[config.mk]
export PLATFORM = sky130hd
export DESIGN_NAME = sound_latch_bridge_flat
export DESIGN_NICKNAME = d
export VERILOG_FILES = /design/src/rtl/snk68_sound_pkg.sv /design/src/rtl/sound_latch_bridge_if.sv /design/src/rtl/sound_latch_bridge_strobe_edge_det.sv /design/src/rtl/sound_latch_bridge.sv /design/src/flat_wrapper.sv
export SDC_FILE = /design/constraint.sdc
export NUM_CORES = 1
export LEC_CHECK = 0
export CORE_MARGIN = 5
export CORE_UTILIZATION = 30
export CTS_BUF_LIST = sky130_fd_sc_hd__clkbuf_8
export CTS_CLUSTER_SIZE = 16
export DETAILED_ROUTE_END_ITERATION = 10
export PLACE_DENSITY = 0.62
export RECOVER_POWER = 100
export SLEW_MARGIN = 10
export SYNTH_ARGS = -nofsm -noshare
export SYNTH_HDL_FRONTEND = slang
export SYNTH_SLANG_ARGS = --single-unit
[constraint.sdc]
create_clock -name clk -period 4.04 [get_ports clk]
set_input_delay 0.404 -clock clk [delete_from_list [all_inputs] [get_ports clk]]
set_output_delay 0.404 -clock clk [all_outputs]
set_load 0.02 [all_outputs]
[src/rtl/snk68_sound_pkg.sv]
// Shared types and default constants for the 68k <-> Z80 sound mailbox.
package snk68_sound_pkg;

  typedef logic [7:0] latch_byte_t;

  typedef enum logic {
    IDLE  = 1'b0,
    PULSE = 1'b1
  } nmi_state_e;

  localparam int unsigned NMI_PULSE_LEN_DFLT = 16;
  localparam int unsigned FIFO_DEPTH_DFLT    = 4;
  localparam int unsigned NMI_CNT_W          = 8;

endpackage

[src/rtl/sound_latch_bridge_if.sv]
// Bus bundle between the address decoder side and the sound latch bridge.
interface sound_latch_bridge_if;
  import snk68_sound_pkg::*;

  logic        m68k_latch_cs;
  logic        m68k_uds_n;
  latch_byte_t m68k_din;
  logic        z80_latch_read_cs;
  logic        z80_latch_cs;
  logic        z80_rd_n;
  logic        z80_wr_n;
  latch_byte_t z80_dout;

  latch_byte_t m68k_latch_dout;
  latch_byte_t z80_latch_dout;
  logic        z80_nmi_n;
  logic        latch_pending;
  logic        latch_overflow;

  modport master (
    output m68k_latch_cs, m68k_uds_n, m68k_din, z80_latch_read_cs,
           z80_latch_cs, z80_rd_n, z80_wr_n, z80_dout,
    input  m68k_latch_dout, z80_latch_dout, z80_nmi_n, latch_pending,
           latch_overflow
  );

  modport slave (
    input  m68k_latch_cs, m68k_uds_n, m68k_din, z80_latch_read_cs,
           z80_latch_cs, z80_rd_n, z80_wr_n, z80_dout,
    output m68k_latch_dout, z80_latch_dout, z80_nmi_n, latch_pending,
           latch_overflow
  );

endinterface

[src/rtl/sound_latch_bridge_strobe_edge_det.sv]
// Rising-edge detector: registers a strobe term and flags its 0->1 transition
// one clock later, so a long-held select yields exactly one event.
module strobe_edge_det (
  input  logic clk,
  input  logic reset,
  input  logic i_term,
  output logic o_rise_c
);

  logic r_term;
  logic r_term_d;

  // Two-deep history of the strobe term.
  always_ff @(posedge clk) begin
    if (reset) begin
      r_term   <= 1'b0;
      r_term_d <= 1'b0;
    end else begin
      r_term   <= i_term;
      r_term_d <= r_term;
    end
  end

  assign o_rise_c = r_term & ~r_term_d;

endmodule

[src/rtl/sound_latch_bridge.sv]
// 68000 <-> Z80 sound mailbox: soundlatch (68k->Z80), soundlatch2 (Z80->68k),
// Z80 NMI pulse generation and a pending-command flag.
// Optional build macro SOUND_LATCH_FIFO_EN turns soundlatch into a FIFO of
// FIFO_DEPTH bytes with a sticky overflow flag.
module sound_latch_bridge
  import snk68_sound_pkg::*;
#(
  parameter int unsigned NMI_PULSE_LEN = NMI_PULSE_LEN_DFLT,
  parameter int unsigned FIFO_DEPTH    = FIFO_DEPTH_DFLT
) (
  input  logic                 clk,
  input  logic                 reset,
  sound_latch_bridge_if.slave  bus
);

  localparam logic [NMI_CNT_W-1:0] NMI_RELOAD = NMI_CNT_W'(NMI_PULSE_LEN - 1);

  logic w_m68k_wr_ev;
  logic w_z80_rd_ev;
  logic w_z80_wr_ev;
  logic w_nmi_trig;

  strobe_edge_det u_m68k_wr_det (
    .clk      (clk),
    .reset    (reset),
    .i_term   (bus.m68k_latch_cs & ~bus.m68k_uds_n),
    .o_rise_c (w_m68k_wr_ev)
  );

  strobe_edge_det u_z80_rd_det (
    .clk      (clk),
    .reset    (reset),
    .i_term   (bus.z80_latch_cs & ~bus.z80_rd_n),
    .o_rise_c (w_z80_rd_ev)
  );

  strobe_edge_det u_z80_wr_det (
    .clk      (clk),
    .reset    (reset),
    .i_term   (bus.z80_latch_cs & ~bus.z80_wr_n),
    .o_rise_c (w_z80_wr_ev)
  );

  // soundlatch2: Z80 reply byte; 68k reads are side-effect free.
  latch_byte_t r_latch2;

  // Capture the Z80 reply on its write event.
  always_ff @(posedge clk) begin
    if (reset) begin
      r_latch2 <= '0;
    end else if (w_z80_wr_ev) begin
      r_latch2 <= bus.z80_dout;
    end
  end

  assign bus.m68k_latch_dout = r_latch2;

  // NMI pulse generator.
  nmi_state_e               r_state;
  nmi_state_e               w_state_nx;
  logic [NMI_CNT_W-1:0]     r_nmi_cnt;
  logic [NMI_CNT_W-1:0]     w_nmi_cnt_nx;
  logic                     r_nmi_n;
  logic                     w_nmi_n_nx;

  // NMI state, counter and output register.
  always_ff @(posedge clk) begin
    if (reset) begin
      r_state   <= IDLE;
      r_nmi_cnt <= '0;
      r_nmi_n   <= 1'b1;
    end else begin
      r_state   <= w_state_nx;
      r_nmi_cnt <= w_nmi_cnt_nx;
      r_nmi_n   <= w_nmi_n_nx;
    end
  end

  // NMI next state: a trigger during PULSE only reloads, so the line stays low.
  always_comb begin
    w_state_nx   = r_state;
    w_nmi_cnt_nx = r_nmi_cnt;
    w_nmi_n_nx   = r_nmi_n;
    case (r_state)
      IDLE: begin
        if (w_nmi_trig) begin
          w_state_nx   = PULSE;
          w_nmi_cnt_nx = NMI_RELOAD;
          w_nmi_n_nx   = 1'b0;
        end
      end
      PULSE: begin
        if (w_nmi_trig) begin
          w_nmi_cnt_nx = NMI_RELOAD;
        end else if (r_nmi_cnt == '0) begin
          w_state_nx = IDLE;
          w_nmi_n_nx = 1'b1;
        end else begin
          w_nmi_cnt_nx = r_nmi_cnt - NMI_CNT_W'(1);
        end
      end
      default: begin
        w_state_nx = IDLE;
        w_nmi_n_nx = 1'b1;
      end
    endcase
  end

  assign bus.z80_nmi_n = r_nmi_n;

`ifdef SOUND_LATCH_FIFO_EN

  localparam int unsigned FIFO_AW = $clog2(FIFO_DEPTH);
  localparam int unsigned FIFO_CW = FIFO_AW + 1;

  latch_byte_t          r_fifo [FIFO_DEPTH];
  logic [FIFO_AW-1:0]   r_wr_ptr;
  logic [FIFO_AW-1:0]   r_rd_ptr;
  logic [FIFO_AW-1:0]   w_rd_ptr_nx;
  logic [FIFO_CW-1:0]   r_count;
  logic [FIFO_CW-1:0]   w_count_nx;
  latch_byte_t          r_head;
  latch_byte_t          w_head_nx;
  logic                 r_pending;
  logic                 r_overflow;
  logic                 w_full;
  logic                 w_pop;
  logic                 w_push;
  logic                 w_drop;
  logic                 w_unused_ok;

  assign w_full      = (r_count == FIFO_CW'(FIFO_DEPTH));
  assign w_pop       = w_z80_rd_ev & (r_count != '0);
  // A pop in the same cycle frees a slot, so a full FIFO still accepts.
  assign w_push      = w_m68k_wr_ev & (~w_full | w_pop);
  assign w_drop      = w_m68k_wr_ev & ~w_push;
  assign w_rd_ptr_nx = r_rd_ptr + FIFO_AW'(w_pop);
  // Re-arm the NMI while commands remain after a pop.
  assign w_nmi_trig  = w_m68k_wr_ev | (w_pop & (w_count_nx != '0));
  assign w_unused_ok = &{1'b0, bus.z80_latch_read_cs};

  // Occupancy after this cycle's push/pop.
  always_comb begin
    w_count_nx = r_count;
    case ({w_push, w_pop})
      2'b10:   w_count_nx = r_count + FIFO_CW'(1);
      2'b01:   w_count_nx = r_count - FIFO_CW'(1);
      default: w_count_nx = r_count;
    endcase
  end

  // Next head byte; the incoming byte is the head when it lands in an empty slot chain.
  always_comb begin
    w_head_nx = r_head;
    if (w_count_nx != '0) begin
      if (w_push && (r_wr_ptr == w_rd_ptr_nx)) begin
        w_head_nx = bus.m68k_din;
      end else begin
        w_head_nx = r_fifo[w_rd_ptr_nx];
      end
    end
  end

  // FIFO storage, pointers, head register and flags.
  always_ff @(posedge clk) begin
    if (reset) begin
      for (int unsigned i = 0; i < FIFO_DEPTH; i++) begin
        r_fifo[i] <= '0;
      end
      r_wr_ptr   <= '0;
      r_rd_ptr   <= '0;
      r_count    <= '0;
      r_head     <= '0;
      r_pending  <= 1'b0;
      r_overflow <= 1'b0;
    end else begin
      if (w_push) begin
        r_fifo[r_wr_ptr] <= bus.m68k_din;
        r_wr_ptr         <= r_wr_ptr + FIFO_AW'(1);
      end
      r_rd_ptr  <= w_rd_ptr_nx;
      r_count   <= w_count_nx;
      r_head    <= w_head_nx;
      r_pending <= (w_count_nx != '0);
      if (w_drop) begin
        r_overflow <= 1'b1;
      end
    end
  end

  assign bus.z80_latch_dout = r_head;
  assign bus.latch_pending  = r_pending;
  assign bus.latch_overflow = r_overflow;

`else

  latch_byte_t r_latch;
  logic        r_pending;
  logic        w_unused_ok;

  assign w_nmi_trig  = w_m68k_wr_ev;
  assign w_unused_ok = &{1'b0, bus.z80_latch_read_cs, 5'(FIFO_DEPTH)};

  // Single-byte soundlatch; a new command beats a simultaneous Z80 read for pending.
  always_ff @(posedge clk) begin
    if (reset) begin
      r_latch   <= '0;
      r_pending <= 1'b0;
    end else begin
      if (w_m68k_wr_ev) begin
        r_latch   <= bus.m68k_din;
        r_pending <= 1'b1;
      end else if (w_z80_rd_ev) begin
        r_pending <= 1'b0;
      end
    end
  end

  assign bus.z80_latch_dout = r_latch;
  assign bus.latch_pending  = r_pending;
  assign bus.latch_overflow = 1'b0;

`endif

endmodule

[src/flat_wrapper.sv]
// flat-port wrapper written by rule: the top's interface ports become plain ports
module sound_latch_bridge_flat import snk68_sound_pkg::*;
#(
  parameter int unsigned NMI_PULSE_LEN = NMI_PULSE_LEN_DFLT,
  parameter int unsigned FIFO_DEPTH    = FIFO_DEPTH_DFLT
)
  (clk, reset, bus_m68k_latch_cs, bus_m68k_uds_n, bus_m68k_din, bus_z80_latch_read_cs, bus_z80_latch_cs, bus_z80_rd_n, bus_z80_wr_n, bus_z80_dout, bus_m68k_latch_dout, bus_z80_latch_dout, bus_z80_nmi_n, bus_latch_pending, bus_latch_overflow);
  sound_latch_bridge_if bus_i ();
  input  logic clk;
  input  logic reset;
  input wire logic [$bits(bus_i.m68k_latch_cs)-1:0] bus_m68k_latch_cs;
  input wire logic [$bits(bus_i.m68k_uds_n)-1:0] bus_m68k_uds_n;
  input wire logic [$bits(bus_i.m68k_din)-1:0] bus_m68k_din;
  input wire logic [$bits(bus_i.z80_latch_read_cs)-1:0] bus_z80_latch_read_cs;
  input wire logic [$bits(bus_i.z80_latch_cs)-1:0] bus_z80_latch_cs;
  input wire logic [$bits(bus_i.z80_rd_n)-1:0] bus_z80_rd_n;
  input wire logic [$bits(bus_i.z80_wr_n)-1:0] bus_z80_wr_n;
  input wire logic [$bits(bus_i.z80_dout)-1:0] bus_z80_dout;
  output wire logic [$bits(bus_i.m68k_latch_dout)-1:0] bus_m68k_latch_dout;
  output wire logic [$bits(bus_i.z80_latch_dout)-1:0] bus_z80_latch_dout;
  output wire logic [$bits(bus_i.z80_nmi_n)-1:0] bus_z80_nmi_n;
  output wire logic [$bits(bus_i.latch_pending)-1:0] bus_latch_pending;
  output wire logic [$bits(bus_i.latch_overflow)-1:0] bus_latch_overflow;
  assign bus_i.m68k_latch_cs = bus_m68k_latch_cs;
  assign bus_i.m68k_uds_n = bus_m68k_uds_n;
  assign bus_i.m68k_din = bus_m68k_din;
  assign bus_i.z80_latch_read_cs = bus_z80_latch_read_cs;
  assign bus_i.z80_latch_cs = bus_z80_latch_cs;
  assign bus_i.z80_rd_n = bus_z80_rd_n;
  assign bus_i.z80_wr_n = bus_z80_wr_n;
  assign bus_i.z80_dout = bus_z80_dout;
  assign bus_m68k_latch_dout = bus_i.m68k_latch_dout;
  assign bus_z80_latch_dout = bus_i.z80_latch_dout;
  assign bus_z80_nmi_n = bus_i.z80_nmi_n;
  assign bus_latch_pending = bus_i.latch_pending;
  assign bus_latch_overflow = bus_i.latch_overflow;
  sound_latch_bridge #(.NMI_PULSE_LEN(NMI_PULSE_LEN), .FIFO_DEPTH(FIFO_DEPTH)) u_core (.clk(clk), .reset(reset), .bus(bus_i));
endmodule
==> results of run 1 <==
==> flip-flops by register name, summed over array words and instances (netlist names) <==
signal                         flops
u_core.r_nmi_cnt                   8
u_core.bus.latch_pending           1
u_core.bus.z80_latch_dout          8
u_core.bus.m68k_latch_dout         8
u_core.u_z80_wr_det.r_term         1
u_core.u_z80_rd_det.r_term_d       1
u_core.u_m68k_wr_det.r_term        1
u_core.bus.z80_nmi_n               1
u_core.r_state                     1
u_core.u_m68k_wr_det.r_term_d      1
u_core.u_z80_wr_det.r_term_d       1
u_core.u_z80_rd_det.r_term         1
==> per-layer routing <==
layer  up-vias  track usage [%]  wire length, µm
met5         -                0                0
met4         0             4.47                0
met3         0             4.09              191
met2        29             18.2             1620
met1       532             14.2             1330
li1        565                -                -
==> synth_stat cells (all sizes together), types with 2 or more instances <==
master	instances
nor2	11
inv	5
buf	2
nand3	3
mux2i	10
a21oi	14
clkbuf	8
or4	3
nor3	2
nand2	21
dfxtp	33
a211oi	4
nor3b	2
nor4	3
nor2b	4
o21ai	4
or3	2
a211o	2
==> where the power goes <==
group	leakage, nW	total, mW	internal [mW]	switching (mW)
registers	0.269	0.346	0.337	0.00847
logic	0.362	0.0862	0.0437	0.0425
clock network	0.0491	0.235	0.117	0.118
==> stage by stage <==
stage / hold slack, ns / cells / setup slack [ns] / util, %
after global routing: 0.468 / 233 / 1.78 / 42.1
final: 0.446 / 233 / 1.95 / 42.1
after detailed placement: 0.425 / 225 / 1.73 / 40.3
after CTS: 0.448 / 233 / 2.01 / 42.2
after global placement: 0.427 / 225 / 1.79 / 40.3
after floorplan: 0.410 / 143 / 2.39 / -
==> cell families after synthesis <==
group | count (synthesis) | synth area share [%]
simple gates | 57 | 23.1
flops | 33 | 50.9
compound gates | 26 | 12.1
buf+inv | 15 | 4.92
mux | 10 | 7.71
fa+ha+maj | 1 | 0.964
other cells | 1 | 0.289
==> worst min-delay path: cells and delay by family (launching register included) <==
kind	cells	cell delay, ns
and+or+nand+nor	1	0.04
DFF	1	0.31
buffers and inverters	1	0.05
==> layout make-up <==
class	instances	area [µm²]
clock inverter	3	13.8
fill	429	2470
sequential	33	661
clock buffer	5	68.8
multi-input combinational	95	569
tap	52	65.1
inverter	5	18.8
timing repair buffer	40	400
==> how the worst max path moves through the flow <==
stage | startpoint | to | cells past startpoint | slack [ns]
after CTS | reset | u_core.r_nmi_cnt[6] | 4 | 2.01
after global placement | reset | u_core.r_nmi_cnt[6] | 4 | 1.79
final | reset | u_core.r_nmi_cnt[6] | 4 | 1.95
after global routing | reset | u_core.r_nmi_cnt[6] | 4 | 1.78
after floorplan | u_core.r_state | u_core.r_nmi_cnt[7] | 4 | 2.39
after detailed placement | reset | u_core.r_nmi_cnt[6] | 4 | 1.73
==> cell usage in the layout, fill, tap and decap left out, types with 3 or more instances in the layout <==
cell type / n
a211oi_1: 4
dfxtp_1: 33
nor2_1: 11
dlygate4sd3_1: 19
nand3_1: 3
or4_1: 3
inv_1: 6
clkdlybuf4s50_1: 21
mux2i_1: 10
clkbuf_8: 5
nand2_1: 21
a21oi_1: 14
nor2b_1: 4
==> results.txt, run 1 <==
Die Area: 5740 µm²
Vias in the first global route: 1,092
Via density: 4.83
Sink Count: 33
Cell Area, Placed: 1720 µm²
Worst setup EP type: register
Routed WL per cell: 13.5 µm
Post-synth top area share: 50.9%
Post-CTS Resized: 0
Period utilization: 51.7%
Hold endpoint: u_core.u_z80_rd_det.r_term_d
Yosys top cell by area: dfxtp_1
Clock Skew: 0.00710 ns
Dpl hpwl: 2240 µm
FF-to-FF Start: u_core.u_m68k_wr_det.r_term
FMAX: 479 MHz
Power, Total: 0.667 mW
Die X-Extent: 75.8 µm
Critical path, cell by cell: dlygate4sd3_1 > inv_1 > nand4b_1 > mux2i_1
Hold Crit Start: u_core.u_z80_rd_det.r_term
Largest cells by area after synthesis: dfxtp_1 51%, mux2i_1 7.7%, nand2_1 6.1%, a21oi_1 5.4%, nor2_1 3.2%
Final #Nets: 205
Worst-Margin Slew: 1.23 ns
Post-CTS setup buffers: 0
Buf/Inv on CP: 2
Startpoint class of the critical path: input pin
Data arrival time of the critical path: 2.24 ns
Synth Net Count: 168
Synth-to-Final Area Change: 38.5%
H-tree depth: 2
Hold Path Cell Cnt: 2
Final hold violations: 0
Largest net degree at the start of global routing: 31
RSZ-0062 raised after global routing: false
Drt first pass iters: 4
Number of CTS-inserted buffers: 5
Power Density: 371 nW/µm²
Final GP Congestion: 0.772
Initial antenna violation count: 0
EDFF count, synth: 0
First-pass GRT wire length: 5000 µm
DIE HEIGHT: 75.8 µm
Total number of placement rows: 24
Synthesized area: 1300 µm²
Cell count after synthesis: 143
Flop-to-flop setup slack: 2.17 ns
Antenna-violating nets left: 0
Maxcap violations: 0
Grt ovf: 0
Status: complete, no violations
Post-synthesis cell type count: 30
Core ar.: 4260 µm²
Final WL: 3140 µm
Crit path time final: 2.09 ns
DR iter-0 viols: 98
# IOs: 43
VDD IR-drop max: 0.276 mV
Cell area after layout: 1800 µm²
FF-to-FF End: u_core.r_nmi_cnt[1]
Setup TNS: 0 ns
Ant. Diodes: 0
FF+latch count, synth: 33
Cells on worst reg2reg path: 3
Sequential share of the synthesized area: 50.9%
Clk_lat worst skew: 0.27 ns
Yosys warning total: 0
CP max-delay cell: dlygate4sd3_1
CP Max Fanout: 30
CP required: 4.20 ns
Root Buffer: clkbuf_8
Post-Syn Area per Cell: 9.07 µm²
Leak: 0.679 nW
Crit path max-delay family: buffers and inverters
DR vias: 1,126
IO buf count: 40
Slowest stage delay, CP: 1.26 ns
Slew HR: 17.9%
Clock buffer depth: 2
Layout cells sized above 1: 4.97%
Commonest register cell after synthesis: dfxtp_1
CTS tree: yes
Endpoints failing setup: 0
Crit path kind: input pin to register
Initial Utilization: 30.4%
Async S/R FF share, synth: 0%
Reg clk slew, reported paths: 0.07 ns
Hold Path Class: register to register
DR DRC count: 0
Gr usage total: 11.5%
Hold-fix buffers, CTS: 0
Max Slew Vio Count: 0
Note: power is estimated with default switching activity, not from simulation.
==> run 2, diff against run 1 <==
PLACE_DENSITY = 0.64   (was 0.62)
clock period = 1.88 ns   (was 4.04 ns; I/O delays follow)
==> run 2 against run 1 <==
Against the previous run: total power is 120% higher; final area is 2.6% higher; clock skew is 0.0052 ns lower; worst hold slack worse by 0.011 ns; sequential share of layout area is 0.86 points lower; critical path type is now register to register.
==> results.txt, run 2 (synthesis results as in run 1) <==
Ant. Diodes: 0 (unchanged)
IO buf count: 40 (unchanged)
Post-CTS setup buffers: 0 (unchanged)
Worst-Margin Slew: 0.791 ns (-0.438 ns)
Slowest stage delay, CP: 0.59 ns (-0.67 ns)
Via density: 4.65 (-3.8%)
Startpoint class of the critical path: register
Root Buffer: clkbuf_8
CP required: 2.09 ns (-2.11 ns)
Crit path kind: register to register
Hold Path Class: input pin to register
Final hold violations: 0 (unchanged)
H-tree depth: 2 (unchanged)
Number of CTS-inserted buffers: 5 (unchanged)
VDD IR-drop max: 0.516 mV (+87%)
Fin cells: 238 (+2.1%)
First-pass GRT wire length: 4870 µm (-2.5%)
Setup TNS: 0 ns (unchanged)
Critical path, cell by cell: or4b_4 > a2111oi_0 > mux2i_1
Maxcap violations: 0 (unchanged)
Initial antenna violation count: 0 (unchanged)
Worst setup EP type: register
DR vias: 1,107 (-1.7%)
Max Slew Vio Count: 0 (unchanged)
Crit path max-delay family: simple AND/OR/NAND/NOR gates
Sink Count: 33 (unchanged)
Power Density: 786 nW/µm² (+110%)
Period utilization: 93.2%
Antenna-violating nets left: 0 (unchanged)
Routed WL per cell: 12.4 µm (-8.1%)
Vias in the first global route: 1,088 (-0.37%)
Reg clk slew, reported paths: 0.06 ns (about the same)
Dpl hpwl: 2170 µm (-2.9%)
Grt ovf: 0 (unchanged)
Die Area: 5740 µm² (unchanged)
Clock buffer depth: 2 (unchanged)
Commonest non-fill, non-tap cell in the layout: dfxtp_1
Layout cells sized above 1: 7.53% (+2.6 points)
CP Max Fanout: 6 (-80%)
Crit path time final: 1.75 ns
Initial Utilization: 30.4% (unchanged)
Status: complete, no violations
Largest net degree at the start of global routing: 19 (-39%)
DR DRC count: 0 (unchanged)
# IOs: 43 (unchanged)
Drt first pass iters: 4 (unchanged)
Leading cell types in the layout, fill and taps excluded: 32 x dfxtp_1, 21 x nand2_1, 21 x clkdlybuf4s50_1
Final #Nets: 211 (+2.9%)
DIE HEIGHT: 75.8 µm (unchanged)
Die X-Extent: 75.8 µm (unchanged)
FMAX: 571 MHz
Post-Place Cells: 231 (+2.7%)
Final WL: 2950 µm (-6.2%)
Slew HR: 47.2% (+29 points)
Data arrival time of the critical path: 1.96 ns (-0.28 ns)
Leak: 0.703 nW (+3.4%)
CTS tree: yes
DR iter-0 viols: 81 (-17%)
Clock Skew: 0.00188 ns (-0.00522 ns)
Synth-to-Final Area Change: 42.0%
Endpoints failing setup: 0 (unchanged)
Clk_lat worst skew: 0.28 ns (about the same)
CP max-delay cell: or4b_4
Fillers: 436 (+1.6%)
Final core occ: 43.2% (+1.1 points)
RSZ-0062 raised after global routing: false
Gr usage total: 11.3% (-0.13 points)
Final GP Congestion: 0.734 (-4.9%)
Buf/Inv on CP: 0 (-2)
Total number of placement rows: 24 (unchanged)
Core ar.: 4260 µm² (unchanged)
## run 2: layout make-up
cell class                      instances  area, µm²  share of cell area (%)
Clock buffer                            6       82.6                    4.48
Clock inverter                          1       3.75                   0.204
Inverter                                5       18.8                    1.02
Multi-Input combinational cell         95        577                    31.3
Sequential cell                        33        662                    35.9
Tap cell                               52       65.1                    3.53
Timing Repair Buffer                   46        434                    23.6
## run 2: power by group
group	internal (mW)	switching, mW
registers	0.726	0.0172
logic	0.0996	0.0922
clock network	0.284	0.229
total	1.11	0.339
## run 2: layer usage
layer	GRT usage, %	part of all wire, %	vias to the layer above
li1	-	-	580
met1	14.1	46	496
met5	0	0	-
met4	5.83	2.3	0
met2	17.5	46	24
met3	3.56	5.1	7
## run 2: worst reg2reg max path, stage by stage, from the launching register on
cell       delay (ns)
dfxtp_1          0.36
or4b_4           0.59
a2111oi_0        0.51
mux2i_1          0.23
## run 2: through the flow
| stage | hold WS [ns] | setup WS (ns) | total power, mW | area [µm²] |
|---|---|---|---|---|
| 5_1_grt | 0.442 | 0.0455 | 1.52 | 1840 |
| 4_1_cts | 0.433 | 0.147 | 1.48 | 1850 |
| 2_1_floorplan | 0.260 | 0.229 | 0.860 | 1300 |
| 6_report | 0.436 | 0.127 | 1.45 | 1840 |
| 3_5_place_dp | 0.442 | 0.153 | 0.957 | 1760 |
| 3_3_place_gp | 0.433 | 0.188 | 0.957 | 1760 |
## run 2: final timing paths
check	cells past startpoint	to	slack (ns)	from
hold reg to reg	2	u_core.bus.z80_latch_dout[7]	0.45	u_core.bus.z80_latch_dout[7]
setup / recovery	3	u_core.r_nmi_cnt[5]	0.13	u_core.r_nmi_cnt[2]
hold / removal	2	u_core.u_z80_wr_det.r_term	0.44	bus_z80_wr_n
setup reg to reg	3	u_core.r_nmi_cnt[5]	0.13	u_core.r_nmi_cnt[2]
## run 2: what timing repair did
| action | CTS | global route |
|---|---|---|
| hold buffers | 0 | 0 |
| setup endpoints to repair | 0 | 3 |
| gates resized for setup | 0 | 2 |
| endpoints found under the hold margin | 0 | 0 |
==> run 3, diff against run 2 <==
GPL_TIMING_DRIVEN = 0   (was not set)
PLACE_DENSITY = not set   (was 0.64)
==> run 3 against run 2 <==
Against the previous run: worst setup slack worse by 0.0087 ns; register-to-register slack barely moved; global-route usage up 0.35 points; wire length grew 8.5%; sequential share of layout area down 0.92 points; combinational power increased by 2%; worst hold slack got worse by 0.0075 ns.
==> results.txt, run 3 (synthesis results as in run 1) <==
Comb pwr share: 12.2% (-1.0 points)
Crit path time final: 1.76 ns (+0.00867 ns)
Final GP Congestion: 0.725 (-1.3%)
Layout cells sized above 1: 7.33% (-0.20 points)
Reg clk slew, reported paths: 0.07 ns (about the same)
Synth-to-Final Area Change: 45.5%
Startpoint class of the critical path: register
Initial Utilization: 30.4% (unchanged)
CP Max Fanout: 9 (+3)
Core ar.: 4260 µm² (unchanged)
Max Slew Vio Count: 0 (unchanged)
Number of CTS-inserted buffers: 5 (unchanged)
First-pass GRT wire length: 5110 µm (+4.8%)
Antenna-violating nets left: 0 (unchanged)
H-tree depth: 2 (unchanged)
Maxcap violations: 0 (unchanged)
Final hold violations: 0 (unchanged)
Post-CTS setup buffers: 0 (unchanged)
Fillers: 436 (unchanged)
Data arrival time of the critical path: 1.96 ns (about the same)
Worst setup EP type: register
Slew HR: 55.5% (+8.2 points)
Vias in the first global route: 1,129 (+3.8%)
Clock buffer depth: 2 (unchanged)
Commonest non-fill, non-tap cell in the layout: dfxtp_1
DR DRC count: 0 (unchanged)
Switching pwr: 0.360 mW (+6.5%)
Crit path max-delay family: simple AND/OR/NAND/NOR gates
Via density: 4.82 (+3.6%)
Initial antenna violation count: 0 (unchanged)
IO buf count: 40 (unchanged)
Drt first pass iters: 4 (unchanged)
Die Area: 5740 µm² (unchanged)
Root Buffer: clkbuf_8
Setup TNS: 0 ns (unchanged)
Switching share of power: 22.3% (-1.0 points)
Clk_lat worst skew: 0.28 ns (about the same)
Period utilization: 93.7% (+0.46 points)
Power Density: 854 nW/µm² (+8.7%)
Ant. Diodes: 0 (unchanged)
Clock Skew: 0.00224 ns (+0.000361 ns)
Grt ovf: 0 (unchanged)
Sink Count: 33 (unchanged)
RSZ-0062 raised after global routing: false
Leading cell types in the layout, fill and taps excluded: 33 x dfxtp_1, 21 x nand2_1, 21 x clkdlybuf4s50_1
Die X-Extent: 75.8 µm (unchanged)
DR vias: 1,171 (+5.8%)
CP required: 2.08 ns (about the same)
Hold-fix buffers, CTS: 0 (unchanged)
Internal Power: 1.25 mW (+13%)
VDD IR-drop max: 0.365 mV (-29%)
Total number of placement rows: 24 (unchanged)
Final core occ: 44.3% (+1.1 points)
Reg area: 661 µm² (-0.19%)
Routed WL per cell: 13.2 µm (+6.3%)
Endpoints failing setup: 0 (unchanged)
Gr usage total: 11.7% (+0.35 points)
Worst-Margin Slew: 0.663 ns (-0.129 ns)
Crit path kind: register to register
Sequential share of power: 46.0% (-5.3 points)
Area of the multi-input gates: 582 µm² (+0.87%)
Post-CTS Resized: 0 (unchanged)
# IOs: 43 (unchanged)
Hold Path Class: input pin to register
DIE HEIGHT: 75.8 µm (unchanged)
Leak: 0.719 nW (+2.4%)
Slowest stage delay, CP: 0.50 ns (-0.09 ns)
Clock group share of total power: 41.8% (+6.3 points)
FMAX: 568 MHz (-0.49%)
Final #Nets: 215 (+1.9%)
Status: complete, no violations
CTS tree: yes
Dpl hpwl: 2380 µm (+9.4%)
Largest net degree at the start of global routing: 11 (-8)
Final WL: 3200 µm (+8.5%)
DR iter-0 viols: 51 (-37%)
Critical path, cell by cell: buf_4 > or4b_4 > or4_1 > a211oi_2
CP max-delay cell: or4b_4
Buf/Inv on CP: 1 (+1)
-- run 3: routing by layer --
metal  part of all wire, %  vias up  track usage [%]
met5                     0        -                0
met4                  0.97        0             4.66
met3                   8.2        5             4.49
met2                    48       39             17.2
met1                    43      541             15.3
li1                      -      586                -
-- run 3: final cells by class --
type                       count  area share, %
clock inverter                 2           1.79
multi-input combinational     95           30.8
sequential                    33           35.0
buffer                        10           2.39
inverter                       5          0.994
timing repair buffer          40           21.2
tap                           52           3.45
clock buffer                   6           4.37
-- run 3: worst paths after layout --
check                                                 from                           end  slack (ns)  depth (start not counted)
worst max register to register              u_core.r_state           u_core.r_nmi_cnt[7]        0.12                          4
worst min-delay path                          bus_z80_wr_n    u_core.u_z80_wr_det.r_term        0.43                          2
worst max-delay path                        u_core.r_state           u_core.r_nmi_cnt[7]        0.12                          4
worst min register to register  u_core.u_z80_rd_det.r_term  u_core.u_z80_rd_det.r_term_d        0.44                          2
-- run 3: stage by stage --
step                      worst slack, ns  instances  hold WS [ns]  cell area (µm²)  power, mW
after floorplan                     0.229        143         0.260             1300      0.860
after global placement              0.158        235         0.425             1760      0.952
after detailed placement            0.101        235         0.433             1760      0.958
after CTS                          0.0914        243         0.424             1880       1.64
after global routing               0.0195        243         0.428             1890       1.68
final                               0.119        243         0.428             1890       1.61
-- run 3: power groups by stage --
stage	combinational [mW]	sequential (mW)	clock, mW
2_1_floorplan	0.0879	0.772	0
3_3_place_gp	0.195	0.757	0
3_5_place_dp	0.200	0.758	0
4_1_cts	0.201	0.742	0.693
5_1_grt	0.217	0.745	0.717
6_report	0.196	0.742	0.674
